==> src/rtl/spi_ctrl_pkg.sv <==
// Shared types and constants for the SPI register controller.
// Command byte layout, FSM states and fixed byte values.
package spi_ctrl_pkg;

  typedef enum logic [2:0] {
    IDLE,
    CMD,
    WR,
    RD_REQ,
    RD_WAIT,
    DRAIN
  } state_e;

  localparam int CMD_RW = 7;
  localparam int CMD_AI = 6;

  localparam logic [5:0] STATUS_ADDR = 6'h3F;
  localparam logic [7:0] DRAIN_BYTE  = 8'hFF;

endpackage

==> src/rtl/spi_reg_ctrl_if.sv <==
// Register bank bus between the SPI controller and the bank.
// Read data is valid exactly one cycle after reg_re.
interface spi_reg_ctrl_if #(
  parameter int ADDR_W = 6
);

  logic [ADDR_W-1:0] reg_addr;
  logic [7:0]        reg_wdata;
  logic              reg_we;
  logic              reg_re;
  logic [7:0]        reg_rdata;

  modport master (
    output reg_addr,
    output reg_wdata,
    output reg_we,
    output reg_re,
    input  reg_rdata
  );

  modport slave (
    input  reg_addr,
    input  reg_wdata,
    input  reg_we,
    input  reg_re,
    output reg_rdata
  );

endinterface

==> src/rtl/spi_reg_ctrl.sv <==
// Byte-level command controller between SPI slave and register bank.
// Decodes the command byte, sequences writes/reads, tracks frames and errors.
module spi_reg_ctrl
  import spi_ctrl_pkg::*;
#(
  parameter int         ADDR_W    = 6,
  parameter int         NUM_REGS  = 64,
  parameter logic [7:0] STATUS_ID = 8'h41
) (
  input  logic       clk,
  input  logic       rst_n,
  input  logic       msg_start,
  input  logic       msg_end,
  input  logic       rx_valid,
  input  logic [7:0] rx_byte,
  output logic [7:0] tx_byte,
  output logic       tx_load,
  output logic [7:0] frame_cnt,
  output logic       err,
  spi_reg_ctrl_if.master bus
);

  localparam logic [ADDR_W-1:0] LAST =
    ADDR_W'(NUM_REGS - 1);
  localparam logic [ADDR_W:0] NREG =
    (ADDR_W+1)'(NUM_REGS);
  localparam bit HAS_STAT = NUM_REGS <= 63;

  state_e            state_q, state_n;
  logic [ADDR_W-1:0] addr_q, addr_n;
  logic              ai_q, ai_n;
  logic              stat_q, stat_n;
  logic [1:0]        ph_q, ph_n;
  logic [7:0]        tx_q, tx_n;
  logic              ld_q, ld_n;
  logic [ADDR_W-1:0] raddr_q, raddr_n;
  logic [7:0]        wd_q, wd_n;
  logic              we_q, we_n;
  logic              re_q, re_n;
  logic [7:0]        fc_q, fc_n;
  logic              err_q, err_n;

  logic [ADDR_W-1:0] cmd_addr;
  logic              cmd_bad;
  logic              cmd_stat;

  function automatic logic [ADDR_W-1:0] inc(
    input logic [ADDR_W-1:0] a
  );
    return (a == LAST) ? '0 : a + ADDR_W'(1);
  endfunction

  function automatic logic [7:0] stat_byte(
    input logic e
  );
    return {e, STATUS_ID[6:0]};
  endfunction

  assign cmd_addr = rx_byte[ADDR_W-1:0];
  assign cmd_bad  = {1'b0, cmd_addr} >= NREG;
  assign cmd_stat = HAS_STAT &&
                    rx_byte[CMD_RW] &&
                    rx_byte[5:0] == STATUS_ADDR;

  always_comb begin
    state_n = state_q;
    addr_n  = addr_q;
    ai_n    = ai_q;
    stat_n  = stat_q;
    ph_n    = ph_q;
    tx_n    = tx_q;
    ld_n    = 1'b0;
    raddr_n = raddr_q;
    wd_n    = wd_q;
    we_n    = 1'b0;
    re_n    = 1'b0;
    fc_n    = fc_q;
    err_n   = err_q;

    // A byte arriving with msg_end is still written
    if (state_q == WR && rx_valid) begin
      we_n    = 1'b1;
      wd_n    = rx_byte;
      raddr_n = addr_q;
      if (ai_q) addr_n = inc(addr_q);
    end

    if (msg_end) begin
      state_n = IDLE;
      fc_n    = fc_q + 8'd1;
    end else if (msg_start) begin
      if (state_q != IDLE) err_n = 1'b1;
      state_n = CMD;
      tx_n    = stat_byte(err_n);
      ld_n    = 1'b1;
    end else begin
      case (state_q)
        IDLE: ;
        CMD: begin
          if (rx_valid) begin
            ai_n   = rx_byte[CMD_AI];
            addr_n = cmd_addr;
            stat_n = cmd_stat;
            if (cmd_stat) begin
              state_n = RD_REQ;
            end else if (cmd_bad) begin
              err_n   = 1'b1;
              state_n = DRAIN;
              tx_n    = DRAIN_BYTE;
              ld_n    = 1'b1;
            end else if (rx_byte[CMD_RW]) begin
              state_n = RD_REQ;
            end else begin
              state_n = WR;
            end
          end
        end
        WR: ;
        RD_REQ: begin
          re_n    = !stat_q;
          raddr_n = addr_q;
          ph_n    = 2'd0;
          state_n = RD_WAIT;
        end
        RD_WAIT: begin
          // ph 0: bank latency, ph 1: load, ph 2: await dummy
          case (ph_q)
            2'd0: ph_n = 2'd1;
            2'd1: begin
              ld_n = 1'b1;
              ph_n = 2'd2;
              if (stat_q) begin
                tx_n  = stat_byte(err_q);
                err_n = 1'b0;
              end else begin
                tx_n = bus.reg_rdata;
              end
              if (ai_q) addr_n = inc(addr_q);
            end
            default: begin
              if (rx_valid) state_n = RD_REQ;
            end
          endcase
        end
        DRAIN: tx_n = DRAIN_BYTE;
        default: state_n = IDLE;
      endcase
    end
  end

  always_ff @(posedge clk or negedge rst_n) begin
    if (!rst_n) begin
      state_q <= IDLE;
      addr_q  <= '0;
      ai_q    <= 1'b0;
      stat_q  <= 1'b0;
      ph_q    <= 2'd0;
      tx_q    <= 8'h00;
      ld_q    <= 1'b0;
      raddr_q <= '0;
      wd_q    <= 8'h00;
      we_q    <= 1'b0;
      re_q    <= 1'b0;
      fc_q    <= 8'h00;
      err_q   <= 1'b0;
    end else begin
      state_q <= state_n;
      addr_q  <= addr_n;
      ai_q    <= ai_n;
      stat_q  <= stat_n;
      ph_q    <= ph_n;
      tx_q    <= tx_n;
      ld_q    <= ld_n;
      raddr_q <= raddr_n;
      wd_q    <= wd_n;
      we_q    <= we_n;
      re_q    <= re_n;
      fc_q    <= fc_n;
      err_q   <= err_n;
    end
  end

  assign tx_byte       = tx_q;
  assign tx_load       = ld_q;
  assign frame_cnt     = fc_q;
  assign err           = err_q;
  assign bus.reg_addr  = raddr_q;
  assign bus.reg_wdata = wd_q;
  assign bus.reg_we    = we_q;
  assign bus.reg_re    = re_q;

endmodule
==> src/flat_wrapper.sv <==
// flat-port wrapper written by rule: the top's interface ports become plain ports
module spi_reg_ctrl_flat import spi_ctrl_pkg::*;
#(
  parameter int         ADDR_W    = 6,
  parameter int         NUM_REGS  = 64,
  parameter logic [7:0] STATUS_ID = 8'h41
)
  (clk, rst_n, msg_start, msg_end, rx_valid, rx_byte, tx_byte, tx_load, frame_cnt, err, bus_reg_addr, bus_reg_wdata, bus_reg_we, bus_reg_re, bus_reg_rdata);
  spi_reg_ctrl_if #(.ADDR_W(ADDR_W)) bus_i ();
  input  logic clk;
  input  logic rst_n;
  input  logic msg_start;
  input  logic msg_end;
  input  logic rx_valid;
  input  logic [7:0] rx_byte;
  output logic [7:0] tx_byte;
  output logic tx_load;
  output logic [7:0] frame_cnt;
  output logic err;
  output wire logic [$bits(bus_i.reg_addr)-1:0] bus_reg_addr;
  output wire logic [$bits(bus_i.reg_wdata)-1:0] bus_reg_wdata;
  output wire logic [$bits(bus_i.reg_we)-1:0] bus_reg_we;
  output wire logic [$bits(bus_i.reg_re)-1:0] bus_reg_re;
  input wire logic [$bits(bus_i.reg_rdata)-1:0] bus_reg_rdata;
  assign bus_reg_addr = bus_i.reg_addr;
  assign bus_reg_wdata = bus_i.reg_wdata;
  assign bus_reg_we = bus_i.reg_we;
  assign bus_reg_re = bus_i.reg_re;
  assign bus_i.reg_rdata = bus_reg_rdata;
  spi_reg_ctrl #(.ADDR_W(ADDR_W), .NUM_REGS(NUM_REGS), .STATUS_ID(STATUS_ID)) u_core (.clk(clk), .rst_n(rst_n), .msg_start(msg_start), .msg_end(msg_end), .rx_valid(rx_valid), .rx_byte(rx_byte), .tx_byte(tx_byte), .tx_load(tx_load), .frame_cnt(frame_cnt), .err(err), .bus(bus_i));
endmodule
==> config.mk <==
export PLATFORM = sky130hd
export DESIGN_NAME = spi_reg_ctrl_flat
export DESIGN_NICKNAME = d
export VERILOG_FILES = /design/src/rtl/spi_ctrl_pkg.sv /design/src/rtl/spi_reg_ctrl_if.sv /design/src/rtl/spi_reg_ctrl.sv /design/src/flat_wrapper.sv
export SDC_FILE = /design/constraint.sdc
export NUM_CORES = 1
export LEC_CHECK = 0
export BUFFER_PORTS_ARGS = -buffer_cell sky130_fd_sc_hd__buf_4
export CAP_MARGIN = 10
export CELL_PAD_IN_SITES_DETAIL_PLACEMENT = 0
export CELL_PAD_IN_SITES_GLOBAL_PLACEMENT = 2
export CORE_AREA = 5 5 105 107
export DETAILED_ROUTE_END_ITERATION = 16
export DIE_AREA = 0 0 110 112
export PLACE_DENSITY = 0.67
export SLEW_MARGIN = 20
export SYNTH_ARGS = -nofsm -noshare
export SYNTH_HDL_FRONTEND = slang
export SYNTH_SLANG_ARGS = --single-unit
export TNS_END_PERCENT = 5
==> constraint.sdc <==
create_clock -name clk -period 4.25 [get_ports clk]
set_clock_uncertainty 0.2 [all_clocks]
set_input_delay 0.425 -clock clk [delete_from_list [all_inputs] [get_ports clk]]
set_output_delay 0.425 -clock clk [all_outputs]
set_load 0.02 [all_outputs]
==> results.py, run 1 <==
metrics = {
    "global_route": {
        "grt_overflow": 0,
        "antenna_found_initial": 0,
        "track_usage": 0.108,
        "grt_start_max_net_pins": 47,
        "grt_first_pass_wirelength_mm": 10.7,
        "grt_pass1_vias": 2096,
    },
    "hold_path": {
        "hold_depth": 3,
        "holdPathEnd": "u_core.bus.reg_wdata[0]",
        "hp-class": "input pin to flip-flop",
        "hp-start": "rx_byte[0]",
    },
    "critical_path": {
        "required_ps": 4250,
        "crit_path_max_fanout": 15,
        "r2r_cells": 4,
        "critPathLaunchType": "flip-flop",
        "crit_arrival_ps": 2340,
        "r2r_end": "u_core.tx_byte[7]",
        "path_class": "flip-flop to flip-flop",
        "worst_setup_path_end_kind": "flip-flop",
        "timing.rr.start": "u_core.state_q[1]",
        "ff2ff_setup_slack_ps": 1910,
    },
    "clock_tree": {
        "cts_root_buf": "clkbuf_8",
        "cts_max_level": 2,
        "cts.path.max_buffers": 2,
        "cts_setup_buffers": 0,
        "cts-buffers-inserted": 5,
        "clock_latency_ps": 310,
        "cts_resized": 0,
        "clk_pin_slew_worst_paths_ps": 100,
        "cts_tree": "yes",
        "cts.sinks": 46,
    },
    "place": {
        "pre_cts_ws_ps": 1910,
        "dp.cells": 421,
        "dp_hpwl_mm": 4.64,
        "port_buffers": 54,
        "place_congestion": 0.825,
    },
    "die": {
        "coreArea_um2": 10000,
        "fp-row-count": 37,
        "die_x_um": 110,
        "die_height_um": 112,
        "start_util": 0.243,
        "die_area_um2": 12300,
        "ios": 55,
    },
    "logic_synthesis": {
        "synth_edf_count": 0,
        "synth_fp_nets": 271,
        "ys_ff_latch": 46,
        "ys_async_sr_fraction": 1.00,
        "syn_area_per_cell_um2": 9.85,
        "seq_area_frac_synth": 0.471,
        "synthesis.area_um2": 2440,
        "netlist_instances": 248,
        "synth-main-ff-cell": "dfrtp_1",
        "synth_cell_types": 56,
        "synth-warning-count": 0,
    },
    "final_layout": {
        "n_antenna_cell": 0,
        "nNetsFinal": 316,
        "syn_to_final_growth_pct": 24.7,
        "final_cells": 430,
        "drive_gt1_frac": 0.272,
    },
    "timing": {
        "worstMarginPinSlew_ps": 660,
        "timing.hold.ws_ps": 116,
        "rsz0062_at_grt": "no",
        "relSlewSlack": 0.558,
        "setup_slack_ps": 1910,
        "setup_viol": 0,
        "timing_hold_violations_final": 0,
        "drv_slew": 0,
        "finalSetupTns_ps": 0,
        "max_freq_mhz": 427,
        "min_period_ps": 2340,
        "timing.final.crit_share": 0.551,
    },
    "pwr": {
        "intPower_uw": 789,
        "combPwrFrac": 0.279,
        "total_leakage_power_uw": 0.00138,
        "powerDensity_nw_per_um2": 403,
        "p_switching_uw": 437,
        "switching_share": 0.357,
        "pwr-share-clk": 0.234,
        "power_frac_seq": 0.486,
        "ir_drop_mv": 0.132,
    },
    "route": {
        "ant_nets": 0,
        "vias_per_cell": 4.62,
        "drc": 0,
        "vias": 1985,
        "first_pass_iters": 4,
        "drt-total-wl_mm": 6.40,
        "routedWlPerCell_um": 14.9,
        "drtIter0Drc": 124,
    },
    "outcome": {
        "status": "completed",
    },
    "job": {
        "cap_violations": 0,
    },
}
power groups by stage:
stage	registers, uW	logic [uW]	clock network [uW]
6_report	596	342	287
5_1_grt	611	375	323
4_1_cts	598	351	302
3_3_place_gp	606	347	0
3_5_place_dp	606	348	0
2_1_floorplan	650	139	0
synthesized netlist by cell type (all sizes together) (2+ instances only):
| cell type | number | area [um2] |
|---|---|---|
| a21o | 2 | 15.0 |
| o21ai | 5 | 28.8 |
| nand2 | 39 | 149 |
| o22ai | 4 | 25.0 |
| clkbuf | 6 | 22.5 |
| ha | 2 | 25.0 |
| xnor2 | 6 | 52.6 |
| o2111ai | 2 | 17.5 |
| nor3 | 8 | 40.0 |
| or3 | 3 | 18.8 |
| a31oi | 2 | 12.5 |
| nor4b | 2 | 17.5 |
| mux2 | 13 | 146 |
| inv | 4 | 15.0 |
| and3 | 4 | 25.0 |
| buf | 11 | 53.8 |
| or4 | 2 | 18.8 |
| dfrtp | 46 | 1150 |
| a21oi | 12 | 67.6 |
| nor3b | 2 | 25.0 |
| nor2b | 6 | 37.5 |
| nor2 | 19 | 71.3 |
| nand4 | 6 | 37.5 |
| o22a | 7 | 61.3 |
| xor2 | 4 | 35.0 |
| nand3 | 8 | 40.0 |
| a31o | 3 | 26.3 |
critical path, stage by stage, from the launching register on:
cell and delay [ps]:
dfrtp_1 600, nor3b_2 660, nand2_2 200, a21oi_2 230, mux2_2 350
stage by stage:
stage	instance area, um2	util	power [uW]
6_report	3050	0.303	1230
5_1_grt	3050	0.303	1310
4_1_cts	3050	0.303	1250
3_5_place_dp	2940	0.293	954
3_3_place_gp	2940	0.293	952
2_1_floorplan	2440	-	789
flip-flops by register name, indices dropped and copies added (netlist names):
signal                flops
u_core.state_q            3
u_core.tx_load            1
u_core.bus.reg_we         1
u_core.bus.reg_addr       6
u_core.err                1
u_core.addr_q             6
u_core.tx_byte            8
u_core.ph_q               2
u_core.ai_q               1
u_core.frame_cnt          8
u_core.bus.reg_wdata      8
u_core.bus.reg_re         1
worst max-delay path by stage:
stage | start | endpoint | slack, ps | depth (start not counted)
detailed placement | u_core.state_q[1] | u_core.tx_byte[7] | 1910 | 4
finish | u_core.state_q[1] | u_core.tx_byte[7] | 1910 | 4
CTS | u_core.state_q[1] | u_core.tx_byte[7] | 1900 | 4
global route | u_core.state_q[1] | u_core.tx_byte[7] | 1760 | 4
global placement | u_core.state_q[1] | u_core.tx_byte[7] | 1950 | 4
floorplan | msg_end | u_core.addr_q[3] | 2330 | 7
final cells by class:
class / count / area (um2)
Clock inverter: 3 / 25.0
Sequential cell: 46 / 1150
Fill cell: 1084 / 7000
Tap cell: 136 / 170
Inverter: 4 / 15.0
Timing Repair Buffer: 55 / 415
Multi-Input combinational cell: 181 / 1200
Clock buffer: 5 / 68.8
per-layer routing:
layer  wire (um)  vias up  track usage
li1            -      975            -
met1        2970      971        0.143
met2        3140       35        0.176
met3         243        4       0.0249
met4          49        0       0.0308
met5           0        -            0
cell families (layout without fill, tap and decap cells):
family                   after synthesis  count (layout)  synth area share
AO/OA/AOI/OAI                         50              50             0.158
XOR/XNOR                              10              10            0.0359
buffers and inverters                 21              67            0.0374
multiplexers                          14              14            0.0640
AND/OR/NAND/NOR                      105             105             0.223
adder cells (fa/ha/maj)                2               2            0.0102
flip-flops                            46              46             0.471
repair_timing:
item	in CTS	in global routing
hold buffers	1	0
endpoints found under the setup margin	0	0
hold endpoints to repair	46	0
cells in the final DEF, fill, tap and decap left out, drive strengths merged, types with 4 or more instances in the layout:
master | Yosys | layout
dfrtp | 46 | 46
buf | 11 | 54
xor2 | 4 | 4
and3 | 4 | 4
a21oi | 12 | 12
nor2 | 19 | 19
nand2 | 39 | 39
nor3 | 8 | 8
mux2 | 13 | 13
o21ai | 5 | 5
inv | 4 | 5
nand3 | 8 | 8
clkbuf | 6 | 5
nand4 | 6 | 6
o22ai | 4 | 4
o22a | 7 | 7
nor2b | 6 | 6
xnor2 | 6 | 6
Power figures use the tool's default switching activity.
==> inputs of run 2 (changes only) <==
Settings changed: PLACE_DENSITY 0.67 to 0.69.
Clock period 4.25 ns to 2 ns, I/O delays scaled along.
==> results.py, run 2 (synthesis results as in run 1) <==
metrics = {
    "outcome": {
        "status": "completed",
    },
    "timing": {
        "setup_slack_ps": 60.3,
        "relSlewSlack": 0.601,
        "timing.hold.ws_ps": 49.6,
        "worstMarginPinSlew_ps": 599,
        "min_period_ps": 1940,
        "setup_viol": 0,
        "finalSetupTns_ps": 0,
        "drv_slew": 0,
        "timing_hold_violations_final": 0,
        "max_freq_mhz": 516,
        "rsz0062_at_grt": "yes",
        "timing.final.crit_share": 0.970,
    },
    "place": {
        "port_buffers": 54,
        "place_congestion": 0.832,
        "pre_cts_ws_ps": 5.36,
        "dp_hpwl_mm": 4.95,
        "dp.cells": 448,
    },
    "die": {
        "die_x_um": 110,
        "fp-row-count": 37,
        "die_height_um": 112,
        "ios": 55,
        "start_util": 0.243,
        "coreArea_um2": 10000,
        "die_area_um2": 12300,
    },
    "global_route": {
        "grt_pass1_vias": 2125,
        "grt_start_max_net_pins": 47,
        "met3_usage": 0.0232,
        "antenna_found_initial": 0,
        "grt_overflow": 0,
        "grt_first_pass_wirelength_mm": 11.1,
        "grt_use_met1": 0.154,
        "track_usage": 0.113,
        "busiest_layer": "met2",
        "use_met2": 0.178,
    },
    "critical_path": {
        "slowest_stage": "or3_1",
        "path_class": "flip-flop to flip-flop",
        "r2r_cells": 5,
        "critPathLaunchType": "flip-flop",
        "path_cells": "buf_4, xnor2_2, or3_1, nor2_1, o32ai_1",
        "worst_path_largest_cell_delay_ps": 490,
        "crit_path_max_fanout": 7,
        "required_ps": 1970,
        "crit_arrival_ps": 1910,
        "worst_setup_path_end_kind": "flip-flop",
    },
    "pwr": {
        "ir_drop_mv": 0.273,
        "powerDensity_nw_per_um2": 784,
        "total_leakage_power_uw": 0.00156,
    },
    "final_layout": {
        "drive_gt1_frac": 0.332,
        "final_cells": 467,
        "final_util": 0.335,
        "nNetsFinal": 353,
        "syn_to_final_growth_pct": 37.8,
        "mostFrequentLayoutCells": "buf_4 (81), dfrtp_1 (45), nand2_1 (38)",
        "n_antenna_cell": 0,
        "final_common_cell": "buf_4",
    },
    "route": {
        "routedWlPerCell_um": 14.3,
        "drt-total-wl_mm": 6.66,
        "vias": 2149,
        "vias_per_cell": 4.60,
        "ant_nets": 0,
        "first_pass_iters": 4,
        "drtIter0Drc": 73,
        "drc": 0,
    },
    "clock_tree": {
        "cts.path.max_buffers": 2,
        "cts-buffers-inserted": 5,
        "cts_setup_buffers": 0,
        "cts.sinks": 46,
        "cts_root_buf": "clkbuf_8",
        "cts_max_level": 2,
        "cts_tree": "yes",
        "clk_pin_slew_worst_paths_ps": 90,
        "clock_latency_ps": 300,
    },
    "hold_path": {
        "hp-class": "input pin to flip-flop",
        "hold_depth": 4,
    },
    "job": {
        "cap_violations": 0,
    },
}
## run 2: through the flow
stage               area [um2]  total power, uW
floorplan                 2440             1680
global placement          3140             2060
detailed placement        3140             2070
CTS                       3340             2680
global route              3370             2830
finish                    3370             2640
## run 2: final timing paths
| kind | from | end | slack, ps |
|---|---|---|---|
| worst max register to register | u_core.state_q[0] | u_core.addr_q[3] | 60 |
| worst max-delay path | u_core.state_q[0] | u_core.addr_q[3] | 60 |
| worst min-delay path | bus_reg_rdata[3] | u_core.tx_byte[3] | 50 |
| max in group asynchronous | rst_n | u_core.state_q[2] | 940 |
| min in group asynchronous | rst_n | u_core.state_q[1] | 240 |
| worst min register to register | u_core.frame_cnt[7] | u_core.frame_cnt[7] | 270 |
## run 2: final cells by class
cell class	instances	area (um2)
Sequential cell	46	1150
Tap cell	136	170
Inverter	4	17.5
Timing Repair Buffer	92	718
Clock buffer	5	68.8
Multi-Input combinational cell	181	1220
Fill cell	1094	6680
Clock inverter	3	21.3
## run 2: routing by layer
layer / up-vias / routed length [um]
met1: 1048 / 3130
li1: 1050 / -
met3: 10 / 198
met4: 0 / 84
met2: 41 / 3240
met5: - / 0
## run 2: critical path: cells and delay by family (launching register included)
kind / cells / cell delay, ps
AO/OA/AOI/OAI: 1 / 120
XOR/XNOR: 1 / 170
buffers and inverters: 1 / 190
flip-flops: 1 / 450
AND/OR/NAND/NOR: 2 / 690
## run 2: power breakdown
group | internal (uW) | leakage [uW] | total [uW] | switching [uW]
sequential | 1080 | 0.000594 | 1240 | 158
clock | 246 | 0.0000441 | 581 | 335
combinational | 393 | 0.000923 | 816 | 423
## run 2: what timing repair did
item,in CTS,in global routing
resized for setup,0,5
setup endpoints to repair,0,12
endpoints found under the hold margin,57,0
hold buffers,11,0
==> inputs of run 3 (changes only) <==
Settings changed: CORE_AREA 5 5 105 107 to 5 5 97 99, DIE_AREA 0 0 110 112 to 0 0 102 104, PLACE_DENSITY 0.69 to 0.79.
==> results.py, run 3 (synthesis results as in run 1) <==
metrics = {
    "timing": {
        "max_freq_mhz": 532,
        "setup_slack_ps": 119,
        "drv_slew": 0,
        "min_period_ps": 1880,
        "timing.final.crit_share": 0.940,
        "timing.hold.ws_ps": 41.8,
        "setup_viol": 0,
        "timing_hold_violations_final": 0,
        "relSlewSlack": 0.605,
        "worstMarginPinSlew_ps": 593,
    },
    "place": {
        "dp.cells": 414,
        "port_buffers": 54,
        "place_congestion": 0.837,
        "dp_hpwl_mm": 4.53,
        "pre_cts_ws_ps": 36.2,
    },
    "clock_tree": {
        "cts_max_level": 2,
        "clk_pin_slew_worst_paths_ps": 100,
        "cts_root_buf": "clkbuf_8",
        "cts_setup_buffers": 0,
        "cts_tree": "yes",
        "clock_latency_ps": 310,
        "cts.path.max_buffers": 2,
        "cts.sinks": 46,
        "cts-buffers-inserted": 5,
    },
    "die": {
        "fp-row-count": 34,
        "start_util": 0.289,
        "die_area_um2": 10600,
        "coreArea_um2": 8470,
        "die_height_um": 104,
        "die_x_um": 102,
        "ios": 55,
    },
    "global_route": {
        "grt_overflow": 0,
        "antenna_found_initial": 0,
        "track_usage": 0.124,
        "grt_start_max_net_pins": 47,
        "grt_pass1_vias": 2114,
        "grt_first_pass_wirelength_mm": 10.7,
    },
    "final_layout": {
        "nNetsFinal": 347,
        "num-fill-cells": 838,
        "drive_gt1_frac": 0.320,
        "mostFrequentLayoutCells": "buf_4 (75), dfrtp_1 (46), nand2_1 (38)",
        "final_cells": 433,
        "final_common_cell": "buf_4",
        "final_util": 0.388,
        "register_area_um2": 1150,
        "n_antenna_cell": 0,
        "multi_input_area_um2": 1210,
        "syn_to_final_growth_pct": 34.4,
    },
    "route": {
        "drt-total-wl_mm": 6.20,
        "ant_nets": 0,
        "vias": 2095,
        "drc": 0,
        "routedWlPerCell_um": 14.3,
        "drtIter0Drc": 145,
        "first_pass_iters": 4,
        "vias_per_cell": 4.84,
    },
    "critical_path": {
        "required_ps": 1980,
        "crit_arrival_ps": 1860,
        "critPathLaunch": "u_core.state_q[2]",
        "r2r_end": "u_core.addr_q[3]",
        "critPathLaunchType": "flip-flop",
        "timing.rr.start": "u_core.state_q[2]",
        "crit_path_max_fanout": 8,
        "r2r_cells": 5,
        "worst_setup_path_end_kind": "flip-flop",
        "ff2ff_setup_slack_ps": 120,
        "crit_end": "u_core.addr_q[3]",
        "path_class": "flip-flop to flip-flop",
    },
    "pwr": {
        "total_leakage_power_uw": 0.00153,
        "powerDensity_nw_per_um2": 807,
        "ir_drop_mv": 0.290,
    },
    "hold_path": {
        "hp-class": "input pin to flip-flop",
    },
    "outcome": {
        "status": "completed",
    },
    "job": {
        "cap_violations": 0,
    },
}
run 3: per-stage QoR:
stage | TNS (ps) | power (uW) | cell area, um2
after floorplan | 0 | 1680 | 2440
after global placement | 0 | 2050 | 3060
after detailed placement | 0 | 2050 | 3060
after CTS | 0 | 2690 | 3270
after global routing | -7.24 | 2820 | 3280
final | 0 | 2650 | 3280
run 3: routing by layer:
metal,routed length [um],vias up,track usage,part of all wire
met2,3020,38,0.200,0.49
met3,233,7,0.0228,0.038
met4,77,0,0.0366,0.012
met5,0,-,0,0
met1,2870,1006,0.167,0.46
li1,-,1044,-,-
run 3: cell type report:
class | count | share of cell area
Clock inverter | 3 | 0.00762
Clock buffer | 5 | 0.0210
Inverter | 4 | 0.00457
Multi-Input combinational cell | 181 | 0.370
Sequential cell | 46 | 0.351
Tap cell | 108 | 0.0412
Timing Repair Buffer | 86 | 0.205
run 3: worst min path at each step:
stage                           from           endpoint  slack (ps)  cells past startpoint
global route        bus_reg_rdata[5]  u_core.tx_byte[5]          60                      4
detailed placement             rst_n  u_core.bus.reg_we          60                      1
CTS                 bus_reg_rdata[5]  u_core.tx_byte[5]          30                      4
floorplan                      rst_n   u_core.addr_q[0]        -300                      0
global placement               rst_n  u_core.bus.reg_we          50                      1
finish              bus_reg_rdata[5]  u_core.tx_byte[5]          40                      4
run 3: where the power goes:
group | switching [uW] | internal [uW] | total, uW
sequential | 155 | 1080 | 1240
clock | 356 | 253 | 609
combinational | 413 | 388 | 802
run 3: timing repair:
| item | 4_1_cts | 5_1_grt |
|---|---|---|
| resized for setup | 0 | 3 |
| hold buffers | 11 | 0 |
| hold endpoints to repair | 57 | 0 |
| endpoints found under the setup margin | 0 | 6 |
run 3: worst max-delay path, stage by stage, from the launching register on:
cell and delay, ps:
dfrtp_1 430, buf_4 180, xnor2_1 180, or3_4 450
nor2_1 200, o32ai_2 120
